### src/rtl/pn_pkg.sv
// pn_pkg: shared definitions for the Polish-notation stack evaluator.
//   - opcode values carried in the token payload when in_op=1
//   - error codes reported on out_err
//   - FSM state encoding
package pn_pkg;

  localparam logic [2:0] OP_ADD = 3'd0;  // a + b
  localparam logic [2:0] OP_SUB = 3'd1;  // a - b
  localparam logic [2:0] OP_MUL = 3'd2;  // a * b, low bits
  localparam logic [2:0] OP_ABS = 3'd3;  // |a + b|
  localparam logic [2:0] OP_MIN = 3'd4;  // signed min
  localparam logic [2:0] OP_MAX = 3'd5;  // signed max

  localparam logic [2:0] ERR_NONE  = 3'd0;
  localparam logic [2:0] ERR_UNDER = 3'd1;  // operator with fewer than 2 entries
  localparam logic [2:0] ERR_SOVF  = 3'd2;  // push onto a full stack
  localparam logic [2:0] ERR_TOVF  = 3'd3;  // more tokens than the buffer holds
  localparam logic [2:0] ERR_MALF  = 3'd4;  // final depth != 1
  localparam logic [2:0] ERR_ILLOP = 3'd5;  // opcode 6/7

  typedef enum logic [1:0] {
    IDLE = 2'd0,
    RECV = 2'd1,
    EVAL = 2'd2,
    OUT  = 2'd3
  } state_e;

endpackage

### src/rtl/pn_alu.sv
// pn_alu: combinational arithmetic for one evaluator step.
//   a_i, b_i  : signed operands (DATA_W)
//   op_i      : opcode (OP_W bits, OP_ADD..OP_MAX legal)
//   res_o     : a op b, wrapping modulo 2^DATA_W
//   illegal_o : opcode outside the legal set
module pn_alu
  import pn_pkg::*;
#(
  parameter int DATA_W = 32,
  parameter int OP_W   = 3
) (
  input  logic signed [DATA_W-1:0] a_i,
  input  logic signed [DATA_W-1:0] b_i,
  input  logic        [OP_W-1:0]   op_i,
  output logic signed [DATA_W-1:0] res_o,
  output logic                     illegal_o
);

  logic signed [DATA_W-1:0] sum;

  always_comb begin
    sum       = a_i + b_i;
    res_o     = '0;
    illegal_o = 1'b0;
    case (op_i)
      OP_W'(OP_ADD): res_o = sum;
      OP_W'(OP_SUB): res_o = a_i - b_i;
      OP_W'(OP_MUL): res_o = a_i * b_i;
      // negating the most negative sum wraps back to itself
      OP_W'(OP_ABS): res_o = sum[DATA_W-1] ? -sum : sum;
      OP_W'(OP_MIN): res_o = (a_i < b_i) ? a_i : b_i;
      OP_W'(OP_MAX): res_o = (a_i < b_i) ? b_i : a_i;
      default:       illegal_o = 1'b1;
    endcase
  end

endmodule

### src/rtl/pn_stack_eval.sv
// pn_stack_eval: buffers one Polish-notation expression, then evaluates it
// on a stack at one token per cycle, in postfix or prefix order.
//   clk, rst              : clock, async active-high reset
//   mode                  : 0 postfix, 1 prefix (sampled on first token)
//   in_valid/in_ready     : token handshake
//   in_op, in_data        : operator flag and operand value / opcode
//   in_last               : final token of the expression
//   out_valid/out_ready   : result handshake
//   out_data, out_err     : signed result (0 on error) and error code
module pn_stack_eval
  import pn_pkg::*;
#(
  parameter int DATA_W      = 32,
  parameter int TOK_W       = 3,
  parameter int MAX_TOK     = 16,
  parameter int STACK_DEPTH = 8
) (
  input  logic              clk,
  input  logic              rst,
  input  logic              mode,
  input  logic              in_valid,
  output logic              in_ready,
  input  logic              in_op,
  input  logic [TOK_W-1:0]  in_data,
  input  logic              in_last,
  output logic              out_valid,
  input  logic              out_ready,
  output logic [DATA_W-1:0] out_data,
  output logic [2:0]        out_err
);

  localparam int CW  = $clog2(MAX_TOK + 1);
  localparam int IW  = $clog2(MAX_TOK);
  localparam int SW  = $clog2(STACK_DEPTH + 1);
  localparam int SIW = $clog2(STACK_DEPTH);
  localparam logic [CW-1:0] MAX_TOK_C = CW'(MAX_TOK);
  localparam logic [SW-1:0] DEPTH_C   = SW'(STACK_DEPTH);

  state_e            state_q;
  logic              mode_q;
  logic              tok_ovf_q;
  logic [CW-1:0]     cnt_q;
  logic [CW-1:0]     scan_q;
  logic [SW-1:0]     sp_q;
  logic              in_ready_q;
  logic              out_valid_q;
  logic [DATA_W-1:0] out_data_q;
  logic [2:0]        out_err_q;

  // storage without reset: contents are only read below the valid count/sp
  logic [MAX_TOK-1:0]                  buf_op_q;
  logic [MAX_TOK-1:0][TOK_W-1:0]       buf_data_q;
  logic [STACK_DEPTH-1:0][DATA_W-1:0]  stk_q;

  assign in_ready  = in_ready_q;
  assign out_valid = out_valid_q;
  assign out_data  = out_data_q;
  assign out_err   = out_err_q;

  // ---------------- token capture ----------------
  logic          tok_acc;
  logic          buf_we;
  logic [IW-1:0] buf_widx;

  // in_ready_q is only high in IDLE/RECV, so it fully qualifies acceptance
  assign tok_acc  = in_valid && in_ready_q;
  assign buf_we   = tok_acc && ((state_q == IDLE) || (cnt_q < MAX_TOK_C));
  assign buf_widx = (state_q == IDLE) ? '0 : cnt_q[IW-1:0];

  always_ff @(posedge clk) begin
    if (buf_we) begin
      buf_op_q[buf_widx]   <= in_op;
      buf_data_q[buf_widx] <= in_data;
    end
  end

  // ---------------- evaluation datapath ----------------
  logic [IW-1:0]     tok_pos;
  logic              cur_op;
  logic [TOK_W-1:0]  cur_data;
  logic [SIW-1:0]    top_idx, nxt_idx;
  logic [DATA_W-1:0] top_w, nxt_w, alu_a, alu_b, alu_res, opnd;
  logic              alu_ill;
  logic              ev_run, do_push, do_op;
  logic [2:0]        ev_err;

  // prefix walks the buffer backwards from the last token
  assign tok_pos  = IW'(mode_q ? (cnt_q - scan_q - CW'(1)) : scan_q);
  assign cur_op   = buf_op_q[tok_pos];
  assign cur_data = buf_data_q[tok_pos];
  assign opnd     = DATA_W'(cur_data);

  assign top_idx = SIW'(sp_q - SW'(1));
  assign nxt_idx = SIW'(sp_q - SW'(2));
  assign top_w   = stk_q[top_idx];
  assign nxt_w   = stk_q[nxt_idx];
  // postfix: b is on top; prefix: a is on top
  assign alu_a   = mode_q ? top_w : nxt_w;
  assign alu_b   = mode_q ? nxt_w : top_w;

  pn_alu #(.DATA_W(DATA_W), .OP_W(TOK_W)) u_alu (
    .a_i       (alu_a),
    .b_i       (alu_b),
    .op_i      (cur_data),
    .res_o     (alu_res),
    .illegal_o (alu_ill)
  );

  assign ev_run = (state_q == EVAL) && !tok_ovf_q && (scan_q != cnt_q);

  always_comb begin
    ev_err = ERR_NONE;
    if (ev_run) begin
      if (!cur_op) begin
        if (sp_q == DEPTH_C) ev_err = ERR_SOVF;
      end else if (sp_q < SW'(2)) begin
        ev_err = ERR_UNDER;
      end else if (alu_ill) begin
        ev_err = ERR_ILLOP;
      end
    end
  end

  assign do_push = ev_run && !cur_op && (ev_err == ERR_NONE);
  assign do_op   = ev_run &&  cur_op && (ev_err == ERR_NONE);

  always_ff @(posedge clk) begin
    if (do_push)    stk_q[sp_q[SIW-1:0]] <= opnd;
    else if (do_op) stk_q[nxt_idx]       <= alu_res;
  end

  // ---------------- control FSM ----------------
  always_ff @(posedge clk or posedge rst) begin
    if (rst) begin
      state_q     <= IDLE;
      mode_q      <= 1'b0;
      tok_ovf_q   <= 1'b0;
      cnt_q       <= '0;
      scan_q      <= '0;
      sp_q        <= '0;
      in_ready_q  <= 1'b1;
      out_valid_q <= 1'b0;
      out_data_q  <= '0;
      out_err_q   <= ERR_NONE;
    end else begin
      case (state_q)
        IDLE: begin
          if (tok_acc) begin
            mode_q    <= mode;
            cnt_q     <= CW'(1);
            scan_q    <= '0;
            sp_q      <= '0;
            tok_ovf_q <= 1'b0;
            if (in_last) begin
              state_q    <= EVAL;
              in_ready_q <= 1'b0;
            end else begin
              state_q <= RECV;
            end
          end
        end
        RECV: begin
          if (tok_acc) begin
            // overflowing tokens are dropped but framing is still honoured
            if (cnt_q == MAX_TOK_C) tok_ovf_q <= 1'b1;
            else                    cnt_q     <= cnt_q + CW'(1);
            if (in_last) begin
              state_q    <= EVAL;
              in_ready_q <= 1'b0;
            end
          end
        end
        EVAL: begin
          if (tok_ovf_q) begin
            state_q     <= OUT;
            out_valid_q <= 1'b1;
            out_data_q  <= '0;
            out_err_q   <= ERR_TOVF;
          end else if (scan_q == cnt_q) begin
            state_q     <= OUT;
            out_valid_q <= 1'b1;
            if (sp_q == SW'(1)) begin
              out_data_q <= stk_q[0];
              out_err_q  <= ERR_NONE;
            end else begin
              out_data_q <= '0;
              out_err_q  <= ERR_MALF;
            end
          end else if (ev_err != ERR_NONE) begin
            state_q     <= OUT;
            out_valid_q <= 1'b1;
            out_data_q  <= '0;
            out_err_q   <= ev_err;
          end else begin
            scan_q <= scan_q + CW'(1);
            sp_q   <= do_push ? sp_q + SW'(1) : sp_q - SW'(1);
          end
        end
        OUT: begin
          if (out_ready) begin
            state_q     <= IDLE;
            out_valid_q <= 1'b0;
            in_ready_q  <= 1'b1;
            cnt_q       <= '0;
            scan_q      <= '0;
            sp_q        <= '0;
          end
        end
        default: state_q <= IDLE;
      endcase
    end
  end

endmodule

### config.mk
export PLATFORM = sky130hd
export DESIGN_NAME = pn_stack_eval
export DESIGN_NICKNAME = d
export VERILOG_FILES = /design/src/rtl/pn_pkg.sv /design/src/rtl/pn_alu.sv /design/src/rtl/pn_stack_eval.sv
export SDC_FILE = /design/constraint.sdc
export NUM_CORES = 2
export LEC_CHECK = 0
export ABC_AREA = 1
export CAP_MARGIN = 0
export CORE_AREA = 2 2 283 285
export CTS_BUF_LIST = sky130_fd_sc_hd__clkbuf_4
export CTS_CLUSTER_SIZE = 24
export DETAILED_ROUTE_END_ITERATION = 12
export DIE_AREA = 0 0 285 287
export PLACE_DENSITY_LB_ADDON = 0.08
export SLEW_MARGIN = 15
export SYNTH_ARGS = -nofsm -noshare
export SYNTH_HDL_FRONTEND = slang
export SYNTH_SLANG_ARGS = --single-unit
### constraint.sdc
create_clock -name clk -period 11.1 [get_ports clk]
set_input_delay 2.22 -clock clk [delete_from_list [all_inputs] [get_ports clk]]
set_output_delay 2.22 -clock clk [all_outputs]
set_load 0.03 [all_outputs]
==> run_results.csv <==
group,metric,value,unit
worst_setup_path,cp.arrival,11230,ps
sta,tns,0,ps
worst_setup_path,path_max_fanout,22,
layout,nNetsFinal,6387,
sta,rsz0062_at_grt,"no",
place,hpwl,125,mm
sta,worst_pin_slew,1320,ps
synthesis,postSynthNetCount,6420,
clock_network,cts-root-buf,"clkbuf_4",
place,port_buffers,46,
route,first_pass_iters,10,
die,die_h,287,um
clock_network,clk_pin_slew,70,ps
synthesis,netlist_area,43600,um^2
die,die-area,81800,um^2
route,via_count,40600,
place,gp_congestion,1.04,
layout,layout-drive-gt1-share,0.0779,
synthesis,synth_cells,5767,
synthesis,synthMuxAreaShare,0,
route,via_per_inst,5.93,
sta,relSlewSlack,0.123,
place,placed_area,44900,um^2
worst_setup_path,startpoint_type,"flip-flop",
clock_network,numCtsBuffers,88,
synthesis,yosysWarnings,0,
global_route,grt_pass1_vias,38700,
die,num_rows,103,
layout,fin_area,46100,um^2
sta,period_minus_slack,10710,ps
synthesis,synthSimpleGateAreaFrac,0.258,
clock_network,h-tree-depth,3,
die,core_area,78600,um^2
synthesis,yosysSeqAreaShare,0.252,
route,routed.top_layer,"met5",
clock_network,post_cts_buffers,0,
synthesis,synthXorXnorAreaFrac,0.0130,
worst_setup_path,crit_path_top_delay_cell,"nor3_2",
die,chipWidth,285,um
worst_setup_path,end_kind,"flip-flop",
global_route,antenna_found_initial,2,
layout,final_core_util,0.586,
synthesis,syn_area_per_cell,7.57,um^2
worst_setup_path,crit_top_cell,"nand2_1",
clock_network,cts.sinks,375,
worst_setup_path,worstSetupPathType,"flip-flop to flip-flop",
synthesis,synth-adder-area-share,0.255,
route,wl_per_cell,24.5,um
layout,final_cells,6853,
clock_network,cts_tree,"built",
synthesis,ys_types,74,
route,drc,0,
sta,fmax,0.0934,GHz
layout,final.fill_count,7449,
route,detail-route-antenna-nets,0,
worst_setup_path,cp.required,11620,ps
sta,slew_violations,0,
layout,syn2layout_area_growth,5.63,%
worst_setup_path,r2r_slack,390,ps
global_route,grt_max_degree,233,
synthesis,synth_compound_area_frac,0.106,
route,wl_met2,71.1,mm
place,dp_cells,6694,
status,status,"finished clean",
sta,hold_violations,0,
route,met3_length,21.2,mm
route,drt_iter0_markers,5489,
global_route,globalRouteOverflowTotal,0,
sta,setup-violations-final,0,
min_path,min_path_type,"flip-flop to flip-flop",
sta,period_share,0.965,
global_route,grt_usage,0.412,
synthesis,ys_ff_latch,375,
route,wl_met1,66.7,mm
clock_network,clockBufferDepth,3,
flow_run,drv_cap,0,
global_route,grt_first_pass_wirelength,249,mm
sta,final.setup_skew,63.2,ps
die,initial_core_util,0.555,
synthesis,synth_top_family_by_area,"simple AND/OR/NAND/NOR gates",
clock_network,clk_latency,820,ps
die,pin_count,47,
route,wl,168,mm
worst_setup_path,slowest_delay,660,ps
-- worst paths after layout --
path | cells after the start | endpoint | startpoint
setup reg to reg | 39 | stk_q[156] | sp_q[1]
min in group asynchronous | 3 | cnt_q[0] | rst
setup / recovery | 39 | stk_q[156] | sp_q[1]
hold / removal | 1 | out_err[1] | out_err[1]
max in group asynchronous | 3 | sp_q[0] | rst
hold reg to reg | 1 | out_err[1] | out_err[1]
-- metal layers --
layer	vias up	GRT usage
met5	-	0
li1	18300	-
met3	452	0.107
met1	19400	0.567
met4	2	0.197
met2	2478	0.608
-- critical path, delay by kind of cell (launching register included) --
| kind | cells | cell delay, ps |
|---|---|---|
| flip-flops | 1 | 430 |
| buffers and inverters | 10 | 2260 |
| adder cells (fa/ha/maj) | 10 | 4240 |
| AO/OA/AOI/OAI | 3 | 430 |
| AND/OR/NAND/NOR | 16 | 3050 |
-- sequential cells by signal, indices dropped and copies added (netlist names), 2 cells and up --
signal	count
out_data	32
out_err	3
sp_q	4
state_q	2
buf_op_q	16
scan_q	5
buf_data_q	48
stk_q	256
cnt_q	5
-- logic make-up (layout without fill, tap and decap cells) --
| kind of cell | count (synthesis) | after routing |
|---|---|---|
| flip-flops | 375 | 375 |
| AO/OA/AOI/OAI | 766 | 766 |
| buffers and inverters | 1233 | 1266 |
| adder cells (fa/ha/maj) | 643 | 643 |
| XOR/XNOR | 63 | 63 |
| other | 0 | 3 |
| AND/OR/NAND/NOR | 2687 | 2687 |
-- final cells by class --
class	instances	area [um^2]	area share
Tap cell	1050	1310	0.0285
Sequential cell	375	11000	0.239
Clock inverter	18	141	0.00307
Timing Repair Buffer	143	1260	0.0274
Inverter	967	3640	0.0790
Clock buffer	138	1040	0.0225
Antenna cell	3	7.51	0.000163
Multi-Input combinational cell	4159	27700	0.601
-- layout by cell type (no fill, tap or decap), types with 41 or more instances in the layout --
master,instances
nand2_1,1407
inv_1,910
nor2_1,663
nand3_1,464
fa_1,411
edfxtp_1,320
a21oi_1,271
ha_1,231
o21ai_0,202
clkbuf_4,138
buf_4,91
o211ai_1,58
inv_2,51
dfrtp_1,51
clkdlybuf4s50_1,46
xor2_1,44
nand2_2,42
o22ai_1,41
-- synth_stat cells (all sizes together) --
library cell	n	area, um^2
dfstp	1	26.3
o21a	7	60.1
nand3b	7	52.6
clkinv	4	15.0
nand4	22	165
xor2	46	418
o31ai	30	225
o41ai	1	8.76
a221oi	6	58.8
buf	185	1130
o2111ai	13	133
o21ai	274	1570
nor3b	3	22.5
clkbuf	81	305
a21oi	283	1440
or2	4	25.0
dfrtp	54	1350
nand2	1453	5600
nor2	673	2560
nor4	12	156
o221a	1	11.3
o21bai	8	60.1
o32ai	1	8.76
a21boi	3	22.5
a41oi	1	8.76
nand3	474	2430
ha	232	2900
a31oi	5	46.3
a211oi	6	55.1
a31o	1	8.76
a21o	12	90.1
xnor2	17	149
and2	1	6.26
inv	963	3620
o211ai	60	460
and3	1	6.26
fa	411	8230
o311ai	1	8.76
a22oi	6	45.0
edfxtp	320	9610
o22ai	41	257
o221ai	6	52.6
nor3	37	236
-- per-stage QoR --
stage | hold WS [ps] | setup WS [ps]
finish | 480 | 389
global route | 504 | 32.7
CTS | 483 | 598
detailed placement | 466 | 571
global placement | 458 | 757
floorplan | 487 | 2330
-- timing repair --
item | 4_1_cts | 5_1_grt
resized for setup | 0 | 2
hold buffers | 0 | 0
endpoints found under the setup margin | 0 | 18
Power is left out: the tool's default activity adds up to more than one toggle a clock period on the data nets, which glitch-free logic cannot reach.
